==> src/rtl/lcd_pkg.sv <==
// Shared definitions for the HD44780 write-only bus driver.
// Contents:
//   lcd_state_t   - write sequencer states (IDLE -> SETUP -> ENABLE -> HOLD -> WAIT)
//   CNT_W         - width of the shared delay counter
//   DEF_*_CYC     - default timing in clk cycles, chosen for a 50 MHz clock
//   LONG_CMD_*    - opcode pattern for clear display / return home
//   is_long_cmd() - picks the long execution wait for a latched request
//   load_val()    - converts a cycle count into a down-counter load value
package lcd_pkg;

  typedef enum logic [2:0] {
    ST_IDLE   = 3'd0,
    ST_SETUP  = 3'd1,
    ST_ENABLE = 3'd2,
    ST_HOLD   = 3'd3,
    ST_WAIT   = 3'd4
  } lcd_state_t;

  localparam int unsigned CNT_W = 17;

  localparam int unsigned DEF_SETUP_CYC      = 4;
  localparam int unsigned DEF_EN_HIGH_CYC    = 25;
  localparam int unsigned DEF_HOLD_CYC       = 2;
  localparam int unsigned DEF_EXEC_SHORT_CYC = 2500;
  localparam int unsigned DEF_EXEC_LONG_CYC  = 100000;

  // Clear display (0x01) and return home (0x02/0x03) need the long wait.
  localparam logic [7:0] LONG_CMD_MASK  = 8'hFC;
  localparam logic [7:0] LONG_CMD_VALUE = 8'h00;

  function automatic logic is_long_cmd(input logic rs, input logic [7:0] data);
    return !rs && ((data & LONG_CMD_MASK) == LONG_CMD_VALUE) && (data[1:0] != 2'b00);
  endfunction

  // A phase of N cycles loads N-1; a zero count still gives one cycle.
  function automatic logic [CNT_W-1:0] load_val(input int unsigned cyc);
    int unsigned c;
    c = (cyc == 0) ? 1 : cyc;
    return CNT_W'(c - 1);
  endfunction

endpackage

==> src/rtl/lcd_delay_counter.sv <==
// Down-counting phase timer for the LCD write sequencer.
// Ports:
//   clk, reset  - clock, synchronous active-high reset (clears the count)
//   load        - load load_value this cycle (takes priority over counting)
//   load_value  - count to load, i.e. phase length minus one
//   value       - current count
//   zero        - count has reached zero; the owning phase ends this cycle
module lcd_delay_counter
  import lcd_pkg::*;
(
  input  logic             clk,
  input  logic             reset,
  input  logic             load,
  input  logic [CNT_W-1:0] load_value,
  output logic [CNT_W-1:0] value,
  output logic             zero
);

  logic [CNT_W-1:0] value_reg;

  always_ff @(posedge clk) begin
    if (reset) begin
      value_reg <= '0;
    end else if (load) begin
      value_reg <= load_value;
    end else if (value_reg != '0) begin
      // Parks at zero so an idle sequencer never sees a wrapped count.
      value_reg <= value_reg - CNT_W'(1);
    end
  end

  assign value = value_reg;
  assign zero  = (value_reg == '0);

endmodule

==> src/rtl/lcd_bus_driver.sv <==
// HD44780 write-only bus driver. Accepts one byte per request and sequences
// address setup, enable pulse, hold and the controller's execution wait.
// Ports:
//   clk, reset      - clock, synchronous active-high reset
//   start           - request strobe, taken only while ready is high
//   rs_in, data_in  - register select (0 command, 1 data) and byte
//   ready           - sequencer idle, a request may be accepted
//   done            - one-cycle pulse when a write and its wait complete
//   overrun         - sticky: start seen while busy (cleared by reset only)
//   lcd_rs, lcd_rw, lcd_en, lcd_data - HD44780 pins (lcd_rw tied low)
module lcd_bus_driver
  import lcd_pkg::*;
#(
  parameter int unsigned SETUP_CYC      = DEF_SETUP_CYC,
  parameter int unsigned EN_HIGH_CYC    = DEF_EN_HIGH_CYC,
  parameter int unsigned HOLD_CYC       = DEF_HOLD_CYC,
  parameter int unsigned EXEC_SHORT_CYC = DEF_EXEC_SHORT_CYC,
  parameter int unsigned EXEC_LONG_CYC  = DEF_EXEC_LONG_CYC
) (
  input  logic       clk,
  input  logic       reset,
  input  logic       start,
  input  logic       rs_in,
  input  logic [7:0] data_in,
  output logic       ready,
  output logic       done,
  output logic       overrun,
  output logic       lcd_rs,
  output logic       lcd_rw,
  output logic       lcd_en,
  output logic [7:0] lcd_data
);

  localparam logic [CNT_W-1:0] SETUP_LD = load_val(SETUP_CYC);
  localparam logic [CNT_W-1:0] EN_LD    = load_val(EN_HIGH_CYC);
  localparam logic [CNT_W-1:0] HOLD_LD  = load_val(HOLD_CYC);
  localparam logic [CNT_W-1:0] SHORT_LD = load_val(EXEC_SHORT_CYC);
  localparam logic [CNT_W-1:0] LONG_LD  = load_val(EXEC_LONG_CYC);

  lcd_state_t       state_reg, state_next;
  logic             rs_reg;
  logic [7:0]       data_reg;
  logic             en_reg;
  logic             done_reg;
  logic             overrun_reg;

  logic             cnt_load;
  logic [CNT_W-1:0] cnt_load_value;
  logic             cnt_zero;
  // The raw count is only interesting when probing the timer in isolation.
  logic [CNT_W-1:0] cnt_value_unused;

  lcd_delay_counter u_delay (
    .clk        (clk),
    .reset      (reset),
    .load       (cnt_load),
    .load_value (cnt_load_value),
    .value      (cnt_value_unused),
    .zero       (cnt_zero)
  );

  // Every transition into a timed state reloads the counter with that
  // state's length; the state ends on the cycle the count reads zero.
  always_comb begin
    state_next     = state_reg;
    cnt_load       = 1'b0;
    cnt_load_value = '0;
    case (state_reg)
      ST_IDLE: begin
        if (start) begin
          state_next     = ST_SETUP;
          cnt_load       = 1'b1;
          cnt_load_value = SETUP_LD;
        end
      end
      ST_SETUP: begin
        if (cnt_zero) begin
          state_next     = ST_ENABLE;
          cnt_load       = 1'b1;
          cnt_load_value = EN_LD;
        end
      end
      ST_ENABLE: begin
        if (cnt_zero) begin
          state_next     = ST_HOLD;
          cnt_load       = 1'b1;
          cnt_load_value = HOLD_LD;
        end
      end
      ST_HOLD: begin
        if (cnt_zero) begin
          state_next     = ST_WAIT;
          cnt_load       = 1'b1;
          cnt_load_value = is_long_cmd(rs_reg, data_reg) ? LONG_LD : SHORT_LD;
        end
      end
      ST_WAIT: begin
        if (cnt_zero) begin
          state_next = ST_IDLE;
        end
      end
      default: begin
        state_next = ST_IDLE;
      end
    endcase
  end

  // Pin registers are driven from state_next so they change on the same
  // edge as the state, keeping lcd_en exactly aligned with ENABLE.
  always_ff @(posedge clk) begin
    if (reset) begin
      state_reg   <= ST_IDLE;
      rs_reg      <= 1'b0;
      data_reg    <= 8'h00;
      en_reg      <= 1'b0;
      done_reg    <= 1'b0;
      overrun_reg <= 1'b0;
    end else begin
      state_reg <= state_next;
      if (state_reg == ST_IDLE && start) begin
        rs_reg   <= rs_in;
        data_reg <= data_in;
      end
      en_reg   <= (state_next == ST_ENABLE);
      done_reg <= (state_reg == ST_WAIT) && (state_next == ST_IDLE);
      if (start && state_reg != ST_IDLE) begin
        overrun_reg <= 1'b1;
      end
    end
  end

  assign ready    = (state_reg == ST_IDLE);
  assign done     = done_reg;
  assign overrun  = overrun_reg;
  assign lcd_rs   = rs_reg;
  assign lcd_rw   = 1'b0;
  assign lcd_en   = en_reg;
  assign lcd_data = data_reg;

endmodule

==> config.mk <==
export PLATFORM = sky130hd
export DESIGN_NAME = lcd_bus_driver
export DESIGN_NICKNAME = d
export VERILOG_FILES = /design/src/rtl/lcd_pkg.sv /design/src/rtl/lcd_delay_counter.sv /design/src/rtl/lcd_bus_driver.sv
export SDC_FILE = /design/constraint.sdc
export NUM_CORES = 1
export LEC_CHECK = 0
export ABC_AREA = 1
export BUFFER_PORTS_ARGS = -buffer_cell sky130_fd_sc_hd__buf_2
export CORE_ASPECT_RATIO = 0.6
export CORE_MARGIN = 5
export CORE_UTILIZATION = 50
export DETAILED_ROUTE_END_ITERATION = 8
export HOLD_SLACK_MARGIN = 0.06
export PLACE_DENSITY = 0.82
export SLEW_MARGIN = 20
export SYNTH_ARGS = -nofsm -noshare
export SYNTH_HDL_FRONTEND = slang
export SYNTH_SLANG_ARGS = --single-unit
==> constraint.sdc <==
create_clock -name clk -period 1.8 [get_ports clk]
set_input_delay 0.27 -clock clk [delete_from_list [all_inputs] [get_ports clk]]
set_output_delay 0.27 -clock clk [all_outputs]
set_load 0.02 [all_outputs]
Word-level counts from Yosys, hierarchy flattened. Cells that the tools add are included.

Reductions and logical operators: 15. Equality and inequality tests: 5. Add/subtract/negate cells: 1. Shift operators: 0. Div/mod/pow operators: 0. Bitwise operators: 0. Multipliers: 0. $lt $le $gt $ge: 0. Muxes and demuxes: 17.

Operators with widths (count): 2-to-1 mux 17 bit (4); case mux 17 bit (4 select lines) (1); logical NOT 17 bit (1); nonzero test 17 bit (1); subtractor 17 x 1 -> 17 bit, second input constant (1); 2-to-1 mux 3 bit (5); case mux 3 bit (5 select lines) (1); == test 3 x 2 -> 1 bit, second input constant (3); logical NOT 8 bit (1); logical NOT 3 bit (2); logical AND 1 bit (5); 2-to-1 mux 5 bit (1); nonzero test 2 bit (2); == test 3 x 1 -> 1 bit, second input constant (1); == test 3 bit, second input constant (1); 2-to-1 mux 1 bit (3); nonzero test 3 bit (1); OR reduction 3 bit (1); 2-to-1 mux 2 bit (1); case mux 1 bit (2 select lines) (1); logical NOT 1 bit (1).

Bits in latches: 0. Bits of input ports: 12. Word-level logic and storage cells: 45. Register bits: 32. Bits in writable memories: 0. Memories: 0. Memory bits (read-only): 0. Output and inout bits: 14.

Logic depth before layout (Yosys ltp). Gate-level depths: netlist of the first run.

Depth in word-level cells: 7. Mapped depth: 14. Mapped depth without buffers: 13.

By module. A second synthesis of the first run with hierarchy kept.

Cell total of the unflattened synthesis: 299. Area total of the unflattened synthesis: 1900.6 µm².

By module, submodules not included: lcd_delay_counter (instances 1, area each 1177.4 µm², seq. area each 340.3 µm², cells each 188); lcd_bus_driver (instances 1, area each 723.2 µm², seq. area each 300.3 µm², cells each 111).

Worst setup path after synthesis of the first run. No wires, ideal clock.

Path kind: flip-flop to flip-flop. From: register u_delay.value_reg[0], in the netlist u_delay.value[0]. To: register u_delay.value_reg[6], in the netlist u_delay.value[6]. Clock period less this slack: 1530 ps. Slack: 270 ps. Path buffers: 1. Stages on the path, launching flop included: 15. Arrival: 1402 ps. Data required time: 1672 ps. Setup time: 128 ps. Cells stage by stage: dfxtp_1 -> inv_1 -> ha_1 -> inv_1 -> nor2_1 -> nand2_2 -> nor2_8 -> nand3_4 -> nand2_2 -> inv_2 -> buf_6 -> nand2_1 -> nand2_1 -> nand2_1 -> nor2_1.

Word-level cells in the longest chain between the ends: 4. Elaborated cells between the ends (all ways): 10. Classes of those cells: 1 x add/sub; 6 x mux; 3 x reduce/logical.

RTL lines: start: declaration (RTL line lcd_delay_counter.sv:19) `logic [CNT_W-1:0] value_reg;`; start signal: assignment (RTL line lcd_delay_counter.sv:25) `value_reg <= load_value;`; start signal: assignment (RTL line lcd_delay_counter.sv:28) `value_reg <= value_reg - CNT_W'(1);`; branches (longest 4 deep; another with subtractor 17 x 1 -> 17 bit).

Several ways; the timed one is not identified. The select of a mux whose other input is x is not followed. A chain may end at the register's enable or synchronous reset.

Final worst setup path of the first run.
From: register u_delay.value_reg[0], in the netlist u_delay.value[0]. To: register u_delay.value_reg[15], in the netlist u_delay.value[15].

The elaborated chain is that of the path after synthesis.

==> results.toml, run 1 <==
[outcome]
status = "finished, final reports clean"

[floorplan]
die_y_um = 56.8
io-pin-count = 26
initial_core_util_pct = 50.9
rows = 17
die_x_um = 88.1
die_area_um2 = 5000
coreArea_um2 = 3590

[pwr]
power.leakage_nw = 1.10
total_power_mw = 4.78
peakVddDrop_v = 0.000844
p_per_area_nw_per_um2 = 2270

[finish]
diodes = 0
final_cell_mix = "nand2_1 (64), nor2_1 (44), inv_1 (32), dfxtp_1 (32), buf_2 (24)"
syn_to_final_growth_pct = 15.1
largest_reg_flops = 17
finalNetCount = 314
fin_util_pct = 58.5
layout_commonest_cell = "nand2_1"
drive_gt1_share_pct = 20.3
fin_area_um2 = 2100

[global_routing]
antenna_found_initial = 0
grt_max_degree = 19
grt_pass1_wl_um = 7160
grt.overflow.total = 0
gr-usage-all-layers_pct = 18.1
grt_pass1_vias = 1530

[setup_path]
critPathLaunchType = "flip-flop"
crit_family = "simple AND/OR/NAND/NOR gates"
max_stage_delay_ns = 0.32
cp.buffers_inverters = 2
worstPathRequired_ns = 2.02
timing.rr.end = "u_delay.value[15]"
reg2reg_depth = 12
rrSetupSlack_ns = 0.05
crit_slowest_cell = "dfxtp_1"
cp-end-kind = "flip-flop"
critical_path_class = "reg2reg"
r2r_start = "u_delay.value[0]"
critPathArrivalTime_ns = 1.97
crit_path_cell_trace = "inv_2, ha_2, inv_1, nor2_1, nand2_2, nor2_8, nand2_4, nor2_4, nand3_4, nand2_1, nand2_1, nor2_1"
worstPathMaxFanout = 5

[synthesis]
synth_edf_count = 0
seq_area_frac_synth_pct = 35.0
ys_ff_latch = 32
synth_nets = 287
syn-cell-area_um2 = 1830
ys.flop_type = "dfxtp_1"
yosys_warnings = 0
synth_area_per_cell_um2 = 6.70
ys_async_sr_fraction_pct = 0
synth_cell_types = 28
synth_cells = 273

[routing]
m1WireLength_um = 2150
routed-wl-met2_um = 1740
final_antenna_net_count = 0
wl_per_cell_um = 12.7
top_layer_used = "met4"
vias_per_cell = 5.14
vias = 1790
dr.pass1.iters = 5
wirelength_um = 4420
wl_met3_um = 430
drtIter0Drc = 223
drc_errors = 0

[worst_hold_path]
worstHoldPathType = "in2reg"
min_path_cells = 3
hold_path_end = "lcd_data[1]"
worstHoldStart = "data_in[1]"

[placed_design]
portBuffers = 24
gp_congestion = 1.03
placed_area_um2 = 1990
hpwlAfterDp_um = 3340

[cts]
path_clk_slew_ns = 0.07
cts.sinks = 32
cts.htree.levels = 2
cts_buffers = 5
cts_resized = 0
cts_tree = "built"
insertion_delay_ns = 0.29
ctsHoldBuffers = 0
cts_root_buffer = "clkbuf_8"
postCtsSetupRepairBufs = 0
clock_path_buffers = 2

[sta]
whs_ns = 0.245
fin_crit_sh_pct = 97.1
worst_pin_slew_ns = 0.508
fmax_mhz = 572
slew_violations = 0
tns_ns = 0
setup_viol = 0
fin_skew_ns = 0.00558
finalHoldViolCount = 0
slew_headroom_pct = 65.8
post-route-min-period_ns = 1.75

[run]
maxCapViolations = 0
==> cells by family (layout without fill, tap and decap cells) <==
family / Yosys count / after routing / synth area share [%]
other cells: 1 / 1 / 0.205
xor+xnor: 10 / 10 / 4.79
compound gates: 29 / 29 / 8.01
buf+inv: 41 / 69 / 9.17
simple gates: 158 / 158 / 41.4
fa+ha+maj: 2 / 2 / 1.37
flops: 32 / 32 / 35.0
==> worst register-to-register path, stage by stage (launching register included) <==
cell	delay, ns
dfxtp_1	0.32
inv_2	0.08
ha_2	0.19
inv_1	0.05
nor2_1	0.16
nand2_2	0.13
nor2_8	0.15
nand2_4	0.10
nor2_4	0.14
nand3_4	0.12
nand2_1	0.10
nand2_1	0.05
nor2_1	0.10
==> metrics by stage <==
step	cells	worst slack, ns
6_report	348	0.0526
4_1_cts	348	0.108
2_1_floorplan	273	0.270
3_5_place_dp	340	0.127
5_1_grt	348	-0.0700
3_3_place_gp	340	0.151
==> worst max path at each step <==
| stage | cells past startpoint | endpoint | startpoint |
|---|---|---|---|
| after floorplan | 14 | u_delay.value[6] | u_delay.value[0] |
| after global placement | 10 | u_delay.value[16] | u_delay.value[0] |
| after detailed placement | 12 | u_delay.value[15] | u_delay.value[0] |
| after CTS | 12 | u_delay.value[15] | u_delay.value[0] |
| after global routing | 11 | u_delay.value[4] | u_delay.value[1] |
| final | 12 | u_delay.value[15] | u_delay.value[0] |
==> cells in the mapped netlist, types with 3 or more instances <==
cell	count	share of area, %
nor2_4	4	2.5
nor2_2	6	2.1
xor2_1	8	3.8
o21ai_0	14	3.8
nand4_1	3	1.0
nand2_1	65	13
nor2_1	44	9.0
dfxtp_1	32	35
a21oi_1	14	3.8
inv_1	33	6.8
nand2_2	7	2.4
nand3_1	20	5.5
==> layout make-up <==
type                       count  area, um^2
fill                         323        1490
multi-input combinational    200        1040
sequential                    32         641
timing repair buffer          26         135
inverter                      35         134
clock buffer                   6        82.6
tap                           47        58.8
clock inverter                 2        10.0
==> power breakdown <==
group / switching [mW] / total (mW) / internal [mW]
registers: 0.243 / 1.19 / 0.943
logic: 1.99 / 3.01 / 1.02
clock network: 0.273 / 0.577 / 0.305
total: 2.51 / 4.78 / 2.27
==> per-layer routing <==
layer | global-route usage [%] | vias up
met4 | 6.68 | 0
met5 | 0 | -
met2 | 24.0 | 99
met1 | 27.6 | 778
met3 | 4.40 | 12
li1 | - | 901
(Power assumes the default switching activity.)
==> inputs of run 2 (changes only) <==
--- a/config.mk
+++ b/config.mk
@@ -7,12 +7,14 @@
 export LEC_CHECK = 0
 export ABC_AREA = 1
 export BUFFER_PORTS_ARGS = -buffer_cell sky130_fd_sc_hd__buf_2
+export CELL_PAD_IN_SITES_DETAIL_PLACEMENT = 1
+export CELL_PAD_IN_SITES_GLOBAL_PLACEMENT = 2
 export CORE_ASPECT_RATIO = 0.6
 export CORE_MARGIN = 5
-export CORE_UTILIZATION = 50
+export CORE_UTILIZATION = 31
 export DETAILED_ROUTE_END_ITERATION = 8
 export HOLD_SLACK_MARGIN = 0.06
-export PLACE_DENSITY = 0.82
+export PLACE_DENSITY = 0.9
 export SLEW_MARGIN = 20
 export SYNTH_ARGS = -nofsm -noshare
 export SYNTH_HDL_FRONTEND = slang
==> results.toml, run 2 (synthesis gave the netlist of run 1 again) <==
[outcome]
status = "finished, final reports clean"

[cts]
cts_resized = 0
cts_buffers = 5
clock_path_buffers = 2
cts.htree.levels = 2
cts_tree = "built"
postCtsSetupRepairBufs = 0
cts_root_buffer = "clkbuf_8"
cts.sinks = 32
insertion_delay_ns = 0.29
path_clk_slew_ns = 0.08
ctsHoldBuffers = 0

[setup_path]
worstPathMaxFanout = 5
cp-end-kind = "flip-flop"
critPathLaunchType = "flip-flop"
crit_path_cell_trace = "inv_1, ha_1, inv_1, nor2_1, nand2_2, nor2_8, nand2_4, nor2_4, nand3_4, nand2_1, nand2_1, nor2_1"
timing.rr.end = "u_delay.value[9]"
max_stage_delay_ns = 0.32
reg2reg_depth = 12
cp.buffers_inverters = 2
r2r_start = "u_delay.value[0]"
crit_slowest_cell = "dfxtp_1"
critPathArrivalTime_ns = 1.88
critical_path_class = "reg2reg"
crit_family = "simple AND/OR/NAND/NOR gates"
rrSetupSlack_ns = 0.14
worstPathRequired_ns = 2.02

[global_routing]
gr-usage-all-layers_pct = 14.7
grt_max_degree = 20
antenna_found_initial = 0
grt.overflow.total = 0
grt_pass1_wl_um = 8660
grt_pass1_vias = 1658

[sta]
tns_ns = 0
finalHoldViolCount = 0
slew_violations = 0
rsz0062_at_grt = "false"
setup_viol = 0
post-route-min-period_ns = 1.66
fin_skew_ns = 0.0100
fmax_mhz = 602
fin_crit_sh_pct = 92.3

[finish]
syn_to_final_growth_pct = 17.7
diodes = 0
finalNetCount = 314
drive_gt1_share_pct = 19.3
largest_reg_flops = 17
layout_commonest_cell = "nand2_1"
final_cell_mix = "nand2_1 (65), nor2_1 (44), inv_1 (33)"
fin_cells = 381

[floorplan]
die_x_um = 109
rows = 21
initial_core_util_pct = 32.4
io-pin-count = 26
coreArea_um2 = 5650
die_area_um2 = 7580
die_y_um = 69.5

[placed_design]
gp_congestion = 0.808
place_inst = 373
hpwlAfterDp_um = 4310
portBuffers = 24

[routing]
dr.pass1.iters = 4
drc_errors = 0
vias_per_cell = 4.53
final_antenna_net_count = 0
wl_per_cell_um = 14.0
wirelength_um = 5340
vias = 1726
drtIter0Drc = 81

[pwr]
power.leakage_nw = 1.09
peakVddDrop_v = 0.000590
p_per_area_nw_per_um2 = 2270

[run]
maxCapViolations = 0

[worst_hold_path]
min_path_cells = 3
hold_path_end = "lcd_data[1]"
worstHoldPathType = "in2reg"
worstHoldStart = "data_in[1]"
==> run 2: metal layers <==
| metal | routed length (um) | track usage (%) | share of wire, % | vias to the layer above |
|---|---|---|---|---|
| met1 | 3110 | 24.4 | 58 | 784 |
| met4 | 42 | 4.20 | 0.79 | 0 |
| met5 | 0 | 0 | 0 | - |
| li1 | - | - | - | 906 |
| met2 | 1940 | 18.0 | 36 | 31 |
| met3 | 249 | 3.07 | 4.7 | 5 |
==> run 2: worst max-delay path by stage <==
| stage | start | endpoint | slack (ns) | depth (start not counted) |
|---|---|---|---|---|
| 2_1_floorplan | u_delay.value[0] | u_delay.value[6] | 0.27 | 14 |
| 3_3_place_gp | u_delay.value[0] | u_delay.value[12] | 0.15 | 11 |
| 3_5_place_dp | u_delay.value[0] | u_delay.value[9] | 0.12 | 12 |
| 4_1_cts | u_delay.value[0] | u_delay.value[9] | 0.1 | 12 |
| 5_1_grt | u_delay.value[0] | u_delay.value[10] | 0.0002 | 12 |
| 6_report | u_delay.value[0] | u_delay.value[9] | 0.14 | 12 |
==> run 2: final cells by class <==
class | instances | area, um^2
Clock buffer | 7 | 86.3
Clock inverter | 1 | 7.51
Fill cell | 757 | 3500
Inverter | 35 | 134
Multi-Input combinational cell | 200 | 1050
Sequential cell | 32 | 641
Tap cell | 80 | 100
Timing Repair Buffer | 26 | 135
==> run 2: metrics by stage <==
stage	hold slack, ns	utilization, %	power [mW]	worst slack [ns]	instance area [um^2]
finish	0.239	38.1	4.88	0.139	2150
global route	0.241	38.1	5.34	0.000226	2150
CTS	0.243	37.5	4.83	0.0959	2120
detailed placement	0.449	35.9	4.20	0.117	2030
global placement	0.439	35.9	4.18	0.152	2030
floorplan	0.339	-	3.48	0.270	1830
==> run 2: power breakdown <==
part           internal, mW  total, mW  switching, mW  leakage [nW]
sequential            0.943       1.20          0.258         0.262
combinational          1.01       3.07           2.06         0.787
clock                 0.311      0.608          0.297        0.0445
total                  2.27       4.88           2.61          1.09
==> run 2: worst min-delay path: cells and delay by family <==
kind,cells,cell delay (ns)
AO/OA/AOI/OAI,1,0.06
AND/OR/NAND/NOR,1,0.07
buffers and inverters,1,0.10
==> inputs of run 3 (changes only) <==
--- a/config.mk
+++ b/config.mk
@@ -5,13 +5,13 @@
 export SDC_FILE = /design/constraint.sdc
 export NUM_CORES = 1
 export LEC_CHECK = 0
-export ABC_AREA = 1
 export BUFFER_PORTS_ARGS = -buffer_cell sky130_fd_sc_hd__buf_2
+export CAP_MARGIN = 0
 export CELL_PAD_IN_SITES_DETAIL_PLACEMENT = 1
 export CELL_PAD_IN_SITES_GLOBAL_PLACEMENT = 2
 export CORE_ASPECT_RATIO = 0.6
 export CORE_MARGIN = 5
-export CORE_UTILIZATION = 31
+export CORE_UTILIZATION = 34
 export DETAILED_ROUTE_END_ITERATION = 8
 export HOLD_SLACK_MARGIN = 0.06
 export PLACE_DENSITY = 0.9
==> results.toml, run 3 <==
[synthesis]
synth_nets = 212
syn-cell-area_um2 = 1720
ys.flop_type = "dfxtp_1"
synth_edf_count = 0
synth_area_per_cell_um2 = 8.66
synth_cells = 198
ys_ff_latch = 32
netlist.area_leader.share_pct = 37.3
synth.most_common_cell = "nand2_1"
ys_async_sr_fraction_pct = 0
yosys-top-cells-count = "nand2_1 (35), dfxtp_1 (32), a21oi_1 (24), nor2_1 (13), xnor2_1 (9)"
yosysTopAreaCell = "dfxtp_1"
yosys_warnings = 0
synth_cell_types = 49
yosys-top-cells-area = "dfxtp_1 (37%), nand2_1 (7.7%), a21oi_1 (7.0%)"
seq_area_frac_synth_pct = 37.3

[routing]
drtIter0Drc = 93
drc_errors = 0
final_antenna_net_count = 0
vias_per_cell = 5.14
dr.pass1.iters = 4
wl_per_cell_um = 17.3
vias = 1619
wirelength_um = 5450

[finish]
fin_cells = 315
fin_area_um2 = 2270
finalNetCount = 263
syn_to_final_growth_pct = 32.5
layout_commonest_cell = "nand2_1"
largest_reg_flops = 17
diodes = 0
fin_util_pct = 45.7
final_cell_mix = "nand2_1 (35), dfxtp_1 (30), buf_4 (26)"
drive_gt1_share_pct = 37.3

[setup_path]
critPathArrivalTime_ns = 2.02
crit_path_cell_trace = "inv_1, ha_2, nor4b_4, buf_4, nand4_4, a31oi_1, o31ai_1, a31oi_1"
critical_path_class = "reg2reg"
cp-end-kind = "flip-flop"
crit_top_cell = "a31oi_1"
critPathLaunchType = "flip-flop"
worstPathRequired_ns = 2.00
max_stage_delay_ns = 0.32
worstPathMaxFanout = 8
crit_slowest_cell = "dfxtp_1"

[floorplan]
io-pin-count = 26
die_x_um = 102
die_y_um = 65.0
coreArea_um2 = 4980
rows = 20
die_area_um2 = 6610
initial_core_util_pct = 34.4

[pwr]
peakVddDrop_v = 0.000963
power.leakage_nw = 0.905
p_per_area_nw_per_um2 = 1950

[cts]
cts_buffers = 5
path_clk_slew_ns = 0.07
cts.sinks = 32
cts_root_buffer = "clkbuf_8"
cts_tree = "built"
clock_path_buffers = 2
cts.htree.levels = 2
insertion_delay_ns = 0.28
ctsHoldBuffers = 0

[global_routing]
grt_max_degree = 24
grt.overflow.total = 0
gr-usage-all-layers_pct = 15.8
antenna_found_initial = 0
grt_pass1_vias = 1641
grt_pass1_wl_um = 8120

[run]
maxCapViolations = 0

[sta]
slew_violations = 0
post-route-min-period_ns = 1.81
fin_crit_sh_pct = 101
slew_headroom_pct = 63.6
tns_ns = -0.0109
worst_pin_slew_ns = 0.544
setup_slack_ns = -0.0109
setup_viol = 1
fmax_mhz = 552
rsz0062_at_grt = "true"
finalHoldViolCount = 0
fin_skew_ns = 0.00834

[placed_design]
placed_area_um2 = 2050
place_inst = 302
portBuffers = 24
gp_congestion = 0.843
hpwlAfterDp_um = 3800

[outcome]
status = "complete, but fails checks"
violations = "setup timing"

[worst_hold_path]
worstHoldPathType = "in2reg"
==> run 3: metal layers <==
layer  global-route usage, %  vias to the layer above  routed length [um]
met3                    3.98                        5                 263
met1                    23.7                      780                2750
met4                    3.48                        0                  26
met2                    22.6                       32                2410
met5                       0                        -                   0
li1                        -                      802                   -
==> run 3: final cells by class <==
class,instances,area (um^2)
Fill cell,597,2710
Multi-Input combinational cell,152,1090
Sequential cell,32,643
Timing Repair Buffer,55,372
Tap cell,66,82.6
Clock buffer,6,72.6
Inverter,3,11.3
Clock inverter,1,5.00
==> run 3: worst paths after layout <==
path,startpoint,endpoint,slack (ns),depth (start not counted)
min,rs_in,lcd_rs,0.22,3
min reg2reg,overrun,overrun,0.47,2
max,u_delay.value[1],u_delay.value[1],-0.01,8
max reg2reg,u_delay.value[1],u_delay.value[1],-0.01,8
==> run 3: logic make-up after synthesis <==
| family | share of synthesized area [%] |
|---|---|
| AO/OA/AOI/OAI | 16.0 |
| XOR/XNOR | 6.13 |
| adder cells (fa/ha/maj) | 1.46 |
| buffers and inverters | 3.87 |
| flip-flops | 37.3 |
| multiplexers | 0.656 |
| other | 0.219 |
| AND/OR/NAND/NOR | 34.3 |
==> run 3: critical path, delay by kind of cell, from the launching register on <==
family / cells / cell delay [ns]
adders and majority gates: 1 / 0.17
and+or+nand+nor: 2 / 0.46
DFF: 1 / 0.32
AOI/OAI and AO/OA: 3 / 0.52
buffers and inverters: 2 / 0.27
==> run 3: per-stage QoR <==
step	worst slack, ns	hold WS, ns	total power [mW]
2_1_floorplan	0.0951	0.406	2.69
3_3_place_gp	-0.0434	0.433	3.44
3_5_place_dp	-0.0578	0.464	3.50
4_1_cts	0.0469	0.218	4.13
5_1_grt	-0.0988	0.212	4.73
6_report	-0.0109	0.220	4.44
==> run 3: what timing repair did <==
action                                  CTS  global route
setup buffers                             0             5
gates cloned                              0             1
gates resized for setup                   4            18
endpoints found under the setup margin   19            21
pin swaps                                 0             9
==> run 3: where the power goes <==
| part | total, mW | switching (mW) | internal (mW) |
|---|---|---|---|
| Clock | 0.527 | 0.265 | 0.263 |
| Combinational | 2.81 | 1.51 | 1.30 |
| Sequential | 1.10 | 0.204 | 0.899 |
| Total | 4.44 | 1.98 | 2.46 |
